## config.mk

```make
export PLATFORM = sky130hd
export DESIGN_NAME = lanternfish_sequencer
export DESIGN_NICKNAME = d
export VERILOG_FILES = /design/src/rtl/lanternfish_sequencer.sv
export SDC_FILE = /design/constraint.sdc
export NUM_CORES = 1
export LEC_CHECK = 0
export BUFFER_PORTS_ARGS = -buffer_cell sky130_fd_sc_hd__buf_4
export CORE_MARGIN = 3
export CORE_UTILIZATION = 43
export CTS_CLUSTER_DIAMETER = 80
export DETAILED_ROUTE_END_ITERATION = 16
export MAX_ROUTING_LAYER = met4
export PLACE_DENSITY = 0.81
export SYNTH_ARGS = -nofsm -noshare
export SYNTH_HDL_FRONTEND = slang
export SYNTH_SLANG_ARGS = --single-unit
```

## constraint.sdc

```tcl
create_clock -name clk -period 2 [get_ports clk]
set_input_delay 0.1 -clock clk [delete_from_list [all_inputs] [get_ports clk]]
set_output_delay 0.1 -clock clk [all_outputs]
set_load 0.03 [all_outputs]
```

## src/rtl/lanternfish_sequencer.sv

```systemverilog
// lanternfish_sequencer: parses a comma-separated ASCII timer list into solver inserts, then advances the solver and captures its total.
module lanternfish_sequencer #(
  parameter int DAY_W = 9,
  parameter int SOL_W = 41
) (
  input  logic             clk,
  input  logic             reset,
  input  logic             start,
  input  logic [DAY_W-1:0] days,
  input  logic             in_valid,
  input  logic [7:0]       in_data,
  output logic             in_ready,
  output logic             solver_reset,
  output logic             insert,
  output logic [3:0]       value,
  output logic             advance,
  input  logic [SOL_W-1:0] solution,
  output logic [SOL_W-1:0] result,
  output logic             done,
  output logic             error
);
  localparam logic [2:0] S_IDLE  = 3'd0;
  localparam logic [2:0] S_CLEAR = 3'd1;
  localparam logic [2:0] S_PARSE = 3'd2;
  localparam logic [2:0] S_ADV   = 3'd3;
  localparam logic [2:0] S_CAP   = 3'd4;
  localparam logic [2:0] S_DONE  = 3'd5;
  localparam logic [2:0] S_ERR   = 3'd6;
  logic [2:0]       state_q, state_d;
  logic [DAY_W-1:0] cnt_q, cnt_d;
  logic [SOL_W-1:0] result_q, result_d;
  logic [3:0]       value_q, value_d;
  logic             insert_q, insert_d;
  logic             first_q, first_d;
  logic             dig_q, dig_d;
  logic             is_dig;
  always_comb begin
    state_d  = state_q;
    cnt_d    = cnt_q;
    result_d = result_q;
    value_d  = value_q;
    insert_d = 1'b0;
    first_d  = first_q;
    dig_d    = dig_q;
    is_dig   = (in_data >= 8'h30) && (in_data <= 8'h38);
    case (state_q)
      S_IDLE, S_DONE, S_ERR: if (start) begin
        cnt_d    = days;
        result_d = '0;
        state_d  = S_CLEAR;
      end
      S_CLEAR: begin
        state_d = S_PARSE;
        first_d = 1'b1;
        dig_d   = 1'b0;
      end
      // first_q: nothing significant seen yet; dig_q: last significant byte was a digit
      S_PARSE: if (in_valid) begin
        if (is_dig && !dig_q) begin
          insert_d = 1'b1;
          value_d  = in_data[3:0];
          dig_d    = 1'b1;
          first_d  = 1'b0;
        end else if (in_data == 8'h2C && dig_q) begin
          dig_d   = 1'b0;
          first_d = 1'b0;
        end else if (in_data == 8'h0A && (first_q || dig_q)) begin
          state_d = (cnt_q == '0) ? S_CAP : S_ADV;
        end else if (in_data != 8'h0D) begin
          state_d = S_ERR;
        end
      end
      S_ADV: begin
        cnt_d   = cnt_q - DAY_W'(1);
        state_d = (cnt_q == DAY_W'(1)) ? S_CAP : S_ADV;
      end
      S_CAP: begin
        result_d = solution;
        state_d  = S_DONE;
      end
      default: state_d = S_IDLE;
    endcase
  end
  always_ff @(posedge clk or negedge reset) begin
    if (!reset) begin
      state_q  <= S_IDLE;
      cnt_q    <= '0;
      result_q <= '0;
      value_q  <= '0;
      insert_q <= 1'b0;
      first_q  <= 1'b1;
      dig_q    <= 1'b0;
    end else begin
      state_q  <= state_d;
      cnt_q    <= cnt_d;
      result_q <= result_d;
      value_q  <= value_d;
      insert_q <= insert_d;
      first_q  <= first_d;
      dig_q    <= dig_d;
    end
  end
  assign in_ready     = state_q == S_PARSE;
  assign solver_reset = state_q == S_CLEAR;
  assign advance      = state_q == S_ADV;
  assign done         = state_q == S_DONE;
  assign error        = state_q == S_ERR;
  assign insert       = insert_q;
  assign value        = value_q;
  assign result       = result_q;
endmodule

```

==> impl_table.tex, run 1 <==
\begin{tabular}{lr}
\hline
Metric & Value \\
\hline
\multicolumn{2}{l}{\textbf{Detailed routing}} \\
DRC violations left & 0 \\
Remaining antenna violation count after routing & 0 \\
DR WL/cell & roughly 15 um \\
Drt first-iter violations & approximately 110 \\
Total vias in the final route & 2,848 \\
Post-detailed-routing wire length & 8.17 mm \\
Mean number of vias per cell & 5.17 \\
Initial DRT Pass Iterations & 4 \\
\multicolumn{2}{l}{\textbf{CTS}} \\
TritonCTS Buffers & 9 \\
Max Buffers Root-to-Sink & 2 \\
Clock slew at reported path FFs & 0.07 ns \\
Library cell used as clock root buffer & sky130\_fd\_sc\_hd\_\_clkbuf\_8 \\
TritonCTS sink count & 60 \\
Clock latency at the later pin of the worst-skew pair & $\sim$0.33 ns \\
CTS tree & yes \\
Maximum level of the CTS H-tree & 3 \\
\multicolumn{2}{l}{\textbf{GRT}} \\
Antenna violations before repair & 0 \\
Vias in the first global route & 2,905 \\
First-pass GRT wire length & 13.2 mm \\
Largest net degree at the start of global routing & 61 \\
GRT Overall Usage & 22.9\% \\
Congestion Overflow GR & 0 \\
\multicolumn{2}{l}{\textbf{Worst setup path}} \\
Maximum fanout along the worst path & 4 \\
Critical path startpoint category & flip-flop \\
Worst setup path category & flip-flop to flip-flop \\
Critical path data required time & around 2.2 ns \\
Start point of the critical path & cnt\_q[7] \\
Kind of end point of the critical path & flip-flop \\
Startpoint of the most critical register-to-register path & cnt\_q[7] \\
Arrival @ worst endpoint & 2.18 ns \\
\multicolumn{2}{l}{\textbf{Yosys}} \\
Synth top area share & a little over half \\
Post-Syn Area per Cell & 9.16 sq um \\
Yosys warning total & 0 \\
Number of enable-type register cells in the synthesized netlist & 0 \\
Top flip-flop cell by instance count after synthesis & sky130\_fd\_sc\_hd\_\_dfrtp\_1 \\
Number of distinct standard cells referenced by the synthesized netlist & 47 \\
Synthesized flop and latch total & 60 \\
Leading area contributor after synthesis & sky130\_fd\_sc\_hd\_\_dfrtp\_1 \\
Synth Net Count & between 300 and 400 \\
Post-synth ARST share & 100\% \\
Fraction of the yosys area taken by sequential cells & between 50\% and 60\% \\
Post-synthesis instance area & 2790 sq um \\
Biggest area contributors in the synthesized netlist & sky130\_fd\_sc\_hd\_\_dfrtp\_1, sky130\_fd\_sc\_hd\_\_nand2\_1, sky130\_fd\_sc\_hd\_\_o21ai\_0, sky130\_fd\_sc\_hd\_\_mux2\_2, sky130\_fd\_sc\_hd\_\_clkbuf\_1 \\
Number of instances in the synthesized netlist & 304 \\
\multicolumn{2}{l}{\textbf{Hold path}} \\
Worst min-delay path category & input port to flip-flop \\
Hold Crit Start & solution[14] \\
\multicolumn{2}{l}{\textbf{Status}} \\
Outcome & finished, final reports clean \\
\multicolumn{2}{l}{\textbf{STA}} \\
Transition time at the pin with the least slew margin & 0.755 ns \\
Post-layout minimum cycle time & 1.96 ns \\
Final-report hold violation count & 0 \\
Fmax & 510 MHz \\
Final critical-path setup slack & 0.0386 ns \\
Max-slew violations & 0 \\
RSZ-0062 raised after global routing & true \\
Post-route fraction of the period consumed by the critical path & 98.1\% \\
Worst Clk Skew & 0.00755 ns \\
Final setup TNS & 0 ns \\
Setup violation total in the final timing report & 0 \\
Worst-case headroom to the max-slew limit & 49.7\% \\
\multicolumn{2}{l}{\textbf{Placed design}} \\
Routability cong. & 0.858 \\
Setup slack after placement & -0.0362 ns \\
Count of buffers inserted at the top-level ports & about 110 \\
Estimated wirelength of the detail-placed design & $\sim$5.3 mm \\
\multicolumn{2}{l}{\textbf{Finish}} \\
Commonest non-fill, non-tap cells in the layout & sky130\_fd\_sc\_hd\_\_buf\_4, sky130\_fd\_sc\_hd\_\_nand2\_1, sky130\_fd\_sc\_hd\_\_dfrtp\_1 \\
Total inserted antenna cells & 0 \\
Number of nets in the layout & $\sim$540 \\
Area growth, synth to finish & 60.6\% \\
Ratio of cells with drive above 1 in the final layout & 34.9\% \\
Most common library cell in the layout ignoring fill and taps & sky130\_fd\_sc\_hd\_\_buf\_4 \\
\multicolumn{2}{l}{\textbf{Pwr}} \\
Power density relative to cell area & between 1000 and 1500 nW/um\^{}2 \\
Worst ir drop on vdd & 706 uV \\
Leakage power figure & 2.14 nW \\
\multicolumn{2}{l}{\textbf{Floorplan}} \\
Overall die area & 7480 sq um \\
Total number of placement rows & 28 \\
Effective utilization at floorplan & 45.7\% \\
Top Ports & 113 \\
Die Ht & around 86 um \\
CORE AREA & 6100 sq um \\
DIE WIDTH & 86.5 um \\
\multicolumn{2}{l}{\textbf{Job}} \\
Total of max-cap violations & 0 \\
\hline
\end{tabular}
[worst paths after layout]
kind	endpoint	slack (ns)	cells past startpoint
setup / recovery	state_q[1]	0.04	5
hold / removal	result[14]	0.02	3
setup reg to reg	state_q[1]	0.04	5
hold reg to reg	first_q	0.52	1
max in group asynchronous	result[3]	1.12	2
min in group asynchronous	value[3]	0.39	2
[registers in the layout, summed over array words and instances (netlist names)]
signal / count
first_q: 1
state_q: 3
dig_q: 1
value: 4
cnt_q: 9
result: 41
insert: 1
[where the power goes]
part	switching [mW]	leakage, nW	total (mW)	internal [mW]
sequential	0.283	0.783	1.86	1.57
combinational	1.56	1.25	2.66	1.10
clock	0.470	0.102	1.11	0.640
[synth_stat cells (3+ instances only)]
cell type                  number
sky130_fd_sc_hd__a31oi_1        3
sky130_fd_sc_hd__nor3_1         5
sky130_fd_sc_hd__nor2b_1        4
sky130_fd_sc_hd__dfrtp_1       59
sky130_fd_sc_hd__mux2_2         5
sky130_fd_sc_hd__nand2b_1       3
sky130_fd_sc_hd__clkbuf_1      14
sky130_fd_sc_hd__nand2_1       87
sky130_fd_sc_hd__o21ai_1        7
sky130_fd_sc_hd__o21ai_0       38
sky130_fd_sc_hd__buf_2          4
sky130_fd_sc_hd__nor2_1        14
sky130_fd_sc_hd__a21oi_1        8
sky130_fd_sc_hd__inv_1          6
sky130_fd_sc_hd__nand3_1        4
sky130_fd_sc_hd__o221a_2        3
[final cells by class]
class | instances | area (sq um)
multi-input combinational | 220 | 1230
tap | 75 | 93.8
clock buffer | 12 | 155
clock inverter | 4 | 47.5
timing repair buffer | 174 | 1420
inverter | 6 | 22.5
fill | 422 | 1620
sequential | 60 | 1500
[per-stage QoR]
step                instances  instance area, sq um  power (mW)  util, %  hold slack, ns
floorplan                 304                  2790        3.38        -          -0.196
global placement          489                  3780        4.29     62.0           0.218
detailed placement        489                  3780        4.37     62.0           0.223
CTS                       549                  4430        5.55     72.7          0.0103
global route              551                  4470        5.99     73.4         0.00335
finish                    551                  4470        5.62     73.4          0.0162
[what timing repair did]
action / 4_1_cts / 5_1_grt
setup buffers: 0 / 2
pin swaps: 1 / 1
gates resized for setup: 1 / 4
hold buffers: 44 / 0
endpoints found under the hold margin: 102 / 0
setup endpoints to repair: 1 / 2
[critical path, cell delays in order, from the launching register on]
cell and delay [ns]:
sky130_fd_sc_hd__dfrtp_1 0.40, sky130_fd_sc_hd__or4_4 0.59, sky130_fd_sc_hd__nor2_4 0.12, sky130_fd_sc_hd__a31oi_2 0.13, sky130_fd_sc_hd__or3_1 0.36, sky130_fd_sc_hd__mux2_2 0.26
[layer usage]
layer | vias to the layer above | routed length (um) | track usage [%]
met3 | 15 | 675 | 5.32
met1 | 1320 | 3470 | 28.9
met4 | 0 | 192 | 9.35
met5 | - | 0 | -
met2 | 129 | 3840 | 35.5
li1 | 1384 | - | -
[kinds of logic after synthesis]
logic type	Yosys count	synth area share, %
DFF	60	54.0
buffers and inverters	24	3.41
and+or+nand+nor	133	21.9
muxes	7	2.74
adders and majority gates	2	0.898
xor gates and xnor gates	1	0.315
AOI/OAI and AO/OA	77	16.8
(Power assumes the default switching activity.)
==> inputs of run 2 (changes only) <==
Settings changed: BUFFER_PORTS_ARGS -buffer_cell sky130_fd_sc_hd__buf_4 to unset, CELL_PAD_IN_SITES_DETAIL_PLACEMENT set to 0, CELL_PAD_IN_SITES_GLOBAL_PLACEMENT set to 1, CORE_UTILIZATION 43 to 41, DONT_BUFFER_PORTS set to 1.
==> run 2 against run 1 <==
The run now ends with negative setup slack left. Critical path depth unchanged. Cell area fell by 13%. Sequential share of layout area grew 4.9 points.
==> impl_table.tex, run 2 (same netlist as run 1, synthesis figures left out) <==
\begin{tabular}{lr}
\hline
Metric & Value \\
\hline
\multicolumn{2}{l}{\textbf{Floorplan}} \\
Overall die area & 7820 sq um (+4.5\%) \\
Top Ports & 113 (unchanged) \\
DIE WIDTH & 88.4 um (+2.2\%) \\
Die Ht & 88.4 um (+2.2\%) \\
CORE AREA & 6460 sq um (+6.0\%) \\
Total number of placement rows & 29 (+3.6\%) \\
Effective utilization at floorplan & 43.1\% (-2.6 points) \\
\multicolumn{2}{l}{\textbf{Pwr}} \\
Overall Power & 5.57 mW (-0.97\%) \\
Worst ir drop on vdd & 573 uV (-19\%) \\
Cell internal power dissipation & 3.35 mW (+1.1\%) \\
Power density relative to cell area & 1430 nW/um\^{}2 (+14\%) \\
Clock network power share & 25.5\% (+5.8 points) \\
Switching power of the nets & 2.22 mW (-4.0\%) \\
Leakage power figure & 1.70 nW (-21\%) \\
Combinational share of power & 33.1\% (-14 points) \\
Net switching share of the total power & 39.8\% (-1.2 points) \\
Share of total power in sequential cells & 41.4\% (+8.4 points) \\
\multicolumn{2}{l}{\textbf{Placed design}} \\
Count of buffers inserted at the top-level ports & 0 (-100\%) \\
Routability cong. & 0.845 (-1.5\%) \\
Estimated wirelength of the detail-placed design & 4.59 mm (-13\%) \\
Setup slack after placement & -0.00253 ns (+0.0337 ns) \\
\multicolumn{2}{l}{\textbf{GRT}} \\
Congestion Overflow GR & 0 (unchanged) \\
Vias in the first global route & 2,495 (-14\%) \\
Largest net degree at the start of global routing & 61 (unchanged) \\
Antenna violations before repair & 0 (unchanged) \\
GRT Overall Usage & 19.2\% (-3.6 points) \\
First-pass GRT wire length & 11.4 mm (-14\%) \\
\multicolumn{2}{l}{\textbf{CTS}} \\
Clock slew at reported path FFs & 0.07 ns (about the same) \\
Maximum level of the CTS H-tree & 3 (unchanged) \\
Library cell used as clock root buffer & sky130\_fd\_sc\_hd\_\_clkbuf\_8 \\
Clock latency at the later pin of the worst-skew pair & 0.33 ns (about the same) \\
Max Buffers Root-to-Sink & 2 (unchanged) \\
TritonCTS Buffers & 9 (unchanged) \\
CTS tree & yes \\
TritonCTS sink count & 60 (unchanged) \\
\multicolumn{2}{l}{\textbf{Job}} \\
Total of max-cap violations & 0 (unchanged) \\
\multicolumn{2}{l}{\textbf{Status}} \\
Violated checks & negative setup slack \\
Outcome & finished with violations \\
\multicolumn{2}{l}{\textbf{Hold path}} \\
Number of stages on the worst hold path & 2 (-1) \\
Hold worst-path end & insert \\
Worst min-delay path category & input port to flip-flop \\
Hold Crit Start & in\_valid \\
\multicolumn{2}{l}{\textbf{STA}} \\
Post-layout minimum cycle time & 2.04 ns (+0.0770 ns) \\
Max-slew violations & 0 (unchanged) \\
Final critical-path setup slack & -0.0384 ns (-0.0770 ns) \\
Worst Clk Skew & 0.00593 ns (-0.00162 ns) \\
Final-report hold violation count & 0 (unchanged) \\
Fmax & 491 MHz (-3.8\%) \\
Transition time at the pin with the least slew margin & 0.441 ns (-0.313 ns) \\
Post-route fraction of the period consumed by the critical path & 102\% (+3.8 points) \\
Setup violation total in the final timing report & 1 (+1) \\
Worst-case headroom to the max-slew limit & 70.4\% (+21 points) \\
RSZ-0062 raised after global routing & true \\
\multicolumn{2}{l}{\textbf{Detailed routing}} \\
DR WL/cell & 15.8 um (+6.3\%) \\
Total vias in the final route & 2,476 (-13\%) \\
Remaining antenna violation count after routing & 0 (unchanged) \\
Initial DRT Pass Iterations & 4 (unchanged) \\
Post-detailed-routing wire length & 7.22 mm (-12\%) \\
Mean number of vias per cell & 5.41 (+4.6\%) \\
DRC violations left & 0 (unchanged) \\
Drt first-iter violations & 119 (+4.4\%) \\
\multicolumn{2}{l}{\textbf{Worst setup path}} \\
Reg2Reg Capture Point & state\_q[0] \\
Critical path startpoint category & flip-flop \\
Standard cell with the maximum stage delay on the critical path & sky130\_fd\_sc\_hd\_\_or4\_4 \\
Startpoint of the most critical register-to-register path & cnt\_q[6] \\
Kind of end point of the critical path & flip-flop \\
Buffering stage count on the worst path with inverters included & 0 (unchanged) \\
Maximum fanout along the worst path & 4 (unchanged) \\
Critical Path, Cell by Cell & or4\_4 -> nor3\_4 -> and3b\_2 -> a2111oi\_4 -> o32ai\_2 \\
Cell class contributing the biggest share of worst-path delay & simple AND/OR/NAND/NOR gates \\
Critical path data required time & 2.19 ns (-0.03 ns) \\
Register-to-Register Path Depth & 5 (unchanged) \\
Worst setup path category & flip-flop to flip-flop \\
Arrival @ worst endpoint & 2.23 ns (+0.05 ns) \\
Register-to-register path setup slack & -0.04 ns (-0.08 ns) \\
Delay of the slowest cell on the worst path & 0.58 ns (about the same) \\
\multicolumn{2}{l}{\textbf{Finish}} \\
Total inserted antenna cells & 0 (unchanged) \\
Number of nets in the layout & 440 (-18\%) \\
Most common library cell in the layout ignoring fill and taps & sky130\_fd\_sc\_hd\_\_nand2\_1 \\
Commonest non-fill, non-tap cells in the layout & sky130\_fd\_sc\_hd\_\_nand2\_1, sky130\_fd\_sc\_hd\_\_dfrtp\_1, sky130\_fd\_sc\_hd\_\_dlygate4sd3\_1 \\
Largest register FFs & 41 (unchanged) \\
Area growth, synth to finish & 40.1\% \\
Ratio of cells with drive above 1 in the final layout & 16.3\% (-19 points) \\
\hline
\end{tabular}
[run 2: changes by cell type in the layout (fill, tap and decap cells not counted), sizes merged]
cell         delta
buf           -107
bufinv          +2
clkbuf          +1
clkinv          -2
clkinvlp        -1
dlygate4sd3    +12
[run 2: how the worst max path moves through the flow]
stage | from | to | slack (ns) | cells past startpoint
final | cnt_q[6] | state_q[0] | -0.04 | 5
after detailed placement | cnt_q[1] | state_q[0] | -0.003 | 7
after global routing | cnt_q[6] | state_q[0] | -0.15 | 5
after CTS | cnt_q[1] | state_q[0] | 0.0005 | 7
after floorplan | cnt_q[1] | state_q[0] | 0.02 | 7
after global placement | cnt_q[1] | state_q[0] | 0.05 | 7
[run 2: timing repair]
item,CTS,global route
resized for setup,0,6
setup buffers,1,1
hold buffers,57,0
hold endpoints to repair,116,0
cloned,0,0
endpoints found under the setup margin,1,2
pin swaps,2,5
[run 2: layer usage]
metal	vias up	GRT usage [%]	wire (um)	share of wire (%)
li1	1197	-	-	-
met1	1158	24.2	3040	42
met2	113	30.3	3500	49
met3	8	4.47	594	8.2
met4	0	7.01	81	1.1
met5	-	-	0	0
[run 2: layout make-up]
cell class | count | area [sq um]
fill | 541 | 2560
sequential | 60 | 1500
clock buffer | 13 | 179
tap | 77 | 96.3
timing repair buffer | 79 | 778
multi-input combinational | 220 | 1230
inverter | 6 | 22.5
clock inverter | 3 | 90.1
[run 2: metrics by stage]
step                cell area, sq um  util (%)  cells  hold WS (ns)  setup TNS, ns
detailed placement              3000      46.4    383        -0.194       -0.00253
global placement                3000      46.4    383        -0.194              0
floorplan                       2790         -    304        -0.196              0
CTS                             3860      59.8    457        0.0245              0
finish                          3900      60.4    458        0.0381        -0.0384
global route                    3900      60.4    458        0.0521         -0.233
[run 2: power by group through the flow]
| stage | clock network, mW | logic [mW] | registers, mW |
|---|---|---|---|
| 6_report | 1.42 | 1.84 | 2.31 |
| 5_1_grt | 1.51 | 2.08 | 2.35 |
| 4_1_cts | 1.46 | 1.76 | 2.30 |
| 3_5_place_dp | 0 | 1.63 | 2.31 |
| 3_3_place_gp | 0 | 1.58 | 2.31 |
| 2_1_floorplan | 0 | 1.15 | 2.23 |
==> inputs of run 3 (changes only) <==
Settings changed: MAX_ROUTING_LAYER met4 to unset.
==> run 3 against run 2 <==
The flow still finishes with violations (negative setup slack). Fmax down 0.28%. Combinational power barely moved. First-iteration DRC count down 4.2%. Hold slack improved by 0.0023 ns. Via count shrank 0.20%. Global-route usage shrank 0.58 points. Wire length up 0.15%. Sequential share of layout area did not move. Critical path type unchanged. Largest cell class unchanged. Highest routed layer unchanged.
==> impl_table.tex, run 3 (same netlist as run 1, synthesis figures left out) <==
\begin{tabular}{lr}
\hline
Metric & Value \\
\hline
\multicolumn{2}{l}{\textbf{CTS}} \\
Library cell used as clock root buffer & sky130\_fd\_sc\_hd\_\_clkbuf\_8 \\
TritonCTS Buffers & 9 (unchanged) \\
TritonCTS sink count & 60 (unchanged) \\
Clock latency at the later pin of the worst-skew pair & 0.33 ns (about the same) \\
Maximum level of the CTS H-tree & 3 (unchanged) \\
Max Buffers Root-to-Sink & 2 (unchanged) \\
Clock slew at reported path FFs & 0.07 ns (about the same) \\
CTS tree & yes \\
\multicolumn{2}{l}{\textbf{Worst setup path}} \\
Kind of end point of the critical path & flip-flop \\
Register-to-register path setup slack & -0.04 ns (about the same) \\
Standard cell with the maximum stage delay on the critical path & sky130\_fd\_sc\_hd\_\_or4\_4 \\
Start point of the critical path & cnt\_q[6] \\
Critical Path, Cell by Cell & or4\_4 -> nor3\_4 -> and3b\_2 -> a2111oi\_4 -> o32ai\_2 \\
Critical path data required time & 2.19 ns (about the same) \\
Crit path capture & state\_q[0] \\
Register-to-Register Path Depth & 5 (unchanged) \\
Maximum fanout along the worst path & 4 (unchanged) \\
Reg2Reg Capture Point & state\_q[0] \\
Worst setup path category & flip-flop to flip-flop \\
Startpoint of the most critical register-to-register path & cnt\_q[6] \\
Critical path startpoint category & flip-flop \\
Arrival @ worst endpoint & 2.24 ns (about the same) \\
Delay of the slowest cell on the worst path & 0.58 ns (about the same) \\
\multicolumn{2}{l}{\textbf{Pwr}} \\
Worst ir drop on vdd & 574 uV (about the same) \\
Overall Power & 5.57 mW (about the same) \\
Power density relative to cell area & 1430 nW/um\^{}2 (about the same) \\
Leakage power figure & 1.70 nW (unchanged) \\
\multicolumn{2}{l}{\textbf{Hold path}} \\
Number of stages on the worst hold path & 2 (unchanged) \\
Worst min-delay path category & input port to flip-flop \\
\multicolumn{2}{l}{\textbf{Detailed routing}} \\
Drt first-iter violations & 114 (-4.2\%) \\
Remaining antenna violation count after routing & 0 (unchanged) \\
Mean number of vias per cell & 5.40 (-0.20\%) \\
Total vias in the final route & 2,471 (-0.20\%) \\
Post-detailed-routing wire length & 7.23 mm (+0.15\%) \\
DRC violations left & 0 (unchanged) \\
Initial DRT Pass Iterations & 4 (unchanged) \\
DR WL/cell & 15.8 um (+0.15\%) \\
\multicolumn{2}{l}{\textbf{Floorplan}} \\
Effective utilization at floorplan & 43.1\% (unchanged) \\
CORE AREA & 6460 sq um (unchanged) \\
Overall die area & 7820 sq um (unchanged) \\
Top Ports & 113 (unchanged) \\
Die Ht & 88.4 um (unchanged) \\
DIE WIDTH & 88.4 um (unchanged) \\
Total number of placement rows & 29 (unchanged) \\
\multicolumn{2}{l}{\textbf{STA}} \\
RSZ-0062 raised after global routing & true \\
Post-route fraction of the period consumed by the critical path & 102\% (+0.29 points) \\
Transition time at the pin with the least slew margin & 0.451 ns (+0.00904 ns) \\
Post-layout minimum cycle time & 2.04 ns (+0.00574 ns) \\
Final critical-path setup slack & -0.0441 ns (-0.00574 ns) \\
Worst Clk Skew & 0.00497 ns (-0.000963 ns) \\
Worst-case headroom to the max-slew limit & 69.8\% (-0.65 points) \\
Final-report hold violation count & 0 (unchanged) \\
Setup violation total in the final timing report & 1 (unchanged) \\
Fmax & 489 MHz (-0.28\%) \\
Max-slew violations & 0 (unchanged) \\
\multicolumn{2}{l}{\textbf{Finish}} \\
Number of filler instances in the final layout & 541 (unchanged) \\
Number of nets in the layout & 440 (unchanged) \\
Multi-input logic area & 1230 sq um (unchanged) \\
Area growth, synth to finish & 40.1\% (unchanged) \\
Most common library cell in the layout ignoring fill and taps & sky130\_fd\_sc\_hd\_\_nand2\_1 \\
Ratio of cells with drive above 1 in the final layout & 16.3\% (unchanged) \\
Total inserted antenna cells & 0 (unchanged) \\
Commonest non-fill, non-tap cells in the layout & sky130\_fd\_sc\_hd\_\_nand2\_1, sky130\_fd\_sc\_hd\_\_dfrtp\_1, sky130\_fd\_sc\_hd\_\_dlygate4sd3\_1 \\
Sequential cell area in the final layout & 1500 sq um (unchanged) \\
Largest register FFs & 41 (unchanged) \\
Cell Count, Final, Fillers Out & 458 (unchanged) \\
\multicolumn{2}{l}{\textbf{Status}} \\
Violated checks & negative setup slack \\
Outcome & finished with violations \\
\multicolumn{2}{l}{\textbf{Placed design}} \\
Count of buffers inserted at the top-level ports & 0 (unchanged) \\
Setup slack after placement & -0.00253 ns (unchanged) \\
Number of placed instances, taps included & 383 (unchanged) \\
Routability cong. & 0.833 (-1.5\%) \\
Estimated wirelength of the detail-placed design & 4.59 mm (unchanged) \\
\multicolumn{2}{l}{\textbf{GRT}} \\
Largest net degree at the start of global routing & 61 (unchanged) \\
Layer with the highest usage & met2 \\
GR met2 Demand/Resource & 30.3\% (unchanged) \\
Met1 track demand over resource & 23.3\% (-0.88 points) \\
Antenna violations before repair & 0 (unchanged) \\
First-pass GRT wire length & 11.4 mm (unchanged) \\
Vias in the first global route & 2,491 (-0.16\%) \\
GRT Overall Usage & 18.6\% (-0.58 points) \\
Congestion Overflow GR & 0 (unchanged) \\
Grt met3 use & 5.87\% (+1.4 points) \\
\multicolumn{2}{l}{\textbf{Job}} \\
Total of max-cap violations & 0 (unchanged) \\
\hline
\end{tabular}
-- run 3: cell counts in the layout (fill, tap and decap cells not counted) --
No cell type changed its count.
-- run 3: where the power goes --
| group | internal, mW | total (mW) | switching [mW] |
|---|---|---|---|
| combinational | 0.821 | 1.84 | 1.02 |
| clock | 0.965 | 1.42 | 0.451 |
| sequential | 1.57 | 2.31 | 0.742 |
-- run 3: timing repair --
item	4_1_cts	5_1_grt
endpoints found under the hold margin	116	0
cloned	0	0
setup buffers	1	1
pin swaps	2	5
endpoints found under the setup margin	1	2
hold buffers	57	0
resized for setup	0	6
-- run 3: routing by layer --
layer	wire [um]	vias up
met4	73	0
met3	599	7
met1	3030	1158
met2	3530	110
li1	-	1196
met5	0	-
-- run 3: how the worst min path moves through the flow --
stage,startpoint,endpoint
2_1_floorplan,reset,cnt_q[0]
3_3_place_gp,reset,insert
3_5_place_dp,reset,value[3]
4_1_cts,start,state_q[2]
5_1_grt,in_valid,insert
6_report,in_valid,insert
-- run 3: worst max-delay path: cells and delay by family, from the launching register on --
family | cells | cell delay (ns)
flip-flops | 1 | 0.41
AND/OR/NAND/NOR | 3 | 1.01
AO/OA/AOI/OAI | 2 | 0.49
-- run 3: area by class of cell --
| type | count | share of cell area (%) |
|---|---|---|
| repair buffers | 79 | 19.9 |
| multi-input cells | 220 | 31.6 |
| clock inverters | 3 | 2.31 |
| well taps | 77 | 2.47 |
| flip-flops and latches | 60 | 38.5 |
| clock buffers | 13 | 4.58 |
| inverters | 6 | 0.577 |
-- run 3: metrics by stage --
step	TNS [ns]	hold slack, ns	area [sq um]	util [%]
after global routing	-0.233	0.0521	3900	60.4
after floorplan	0	-0.196	2790	-
after CTS	0	0.0245	3860	59.8
after global placement	0	-0.194	3000	46.4
final	-0.0441	0.0404	3900	60.4
after detailed placement	-0.00253	-0.194	3000	46.4
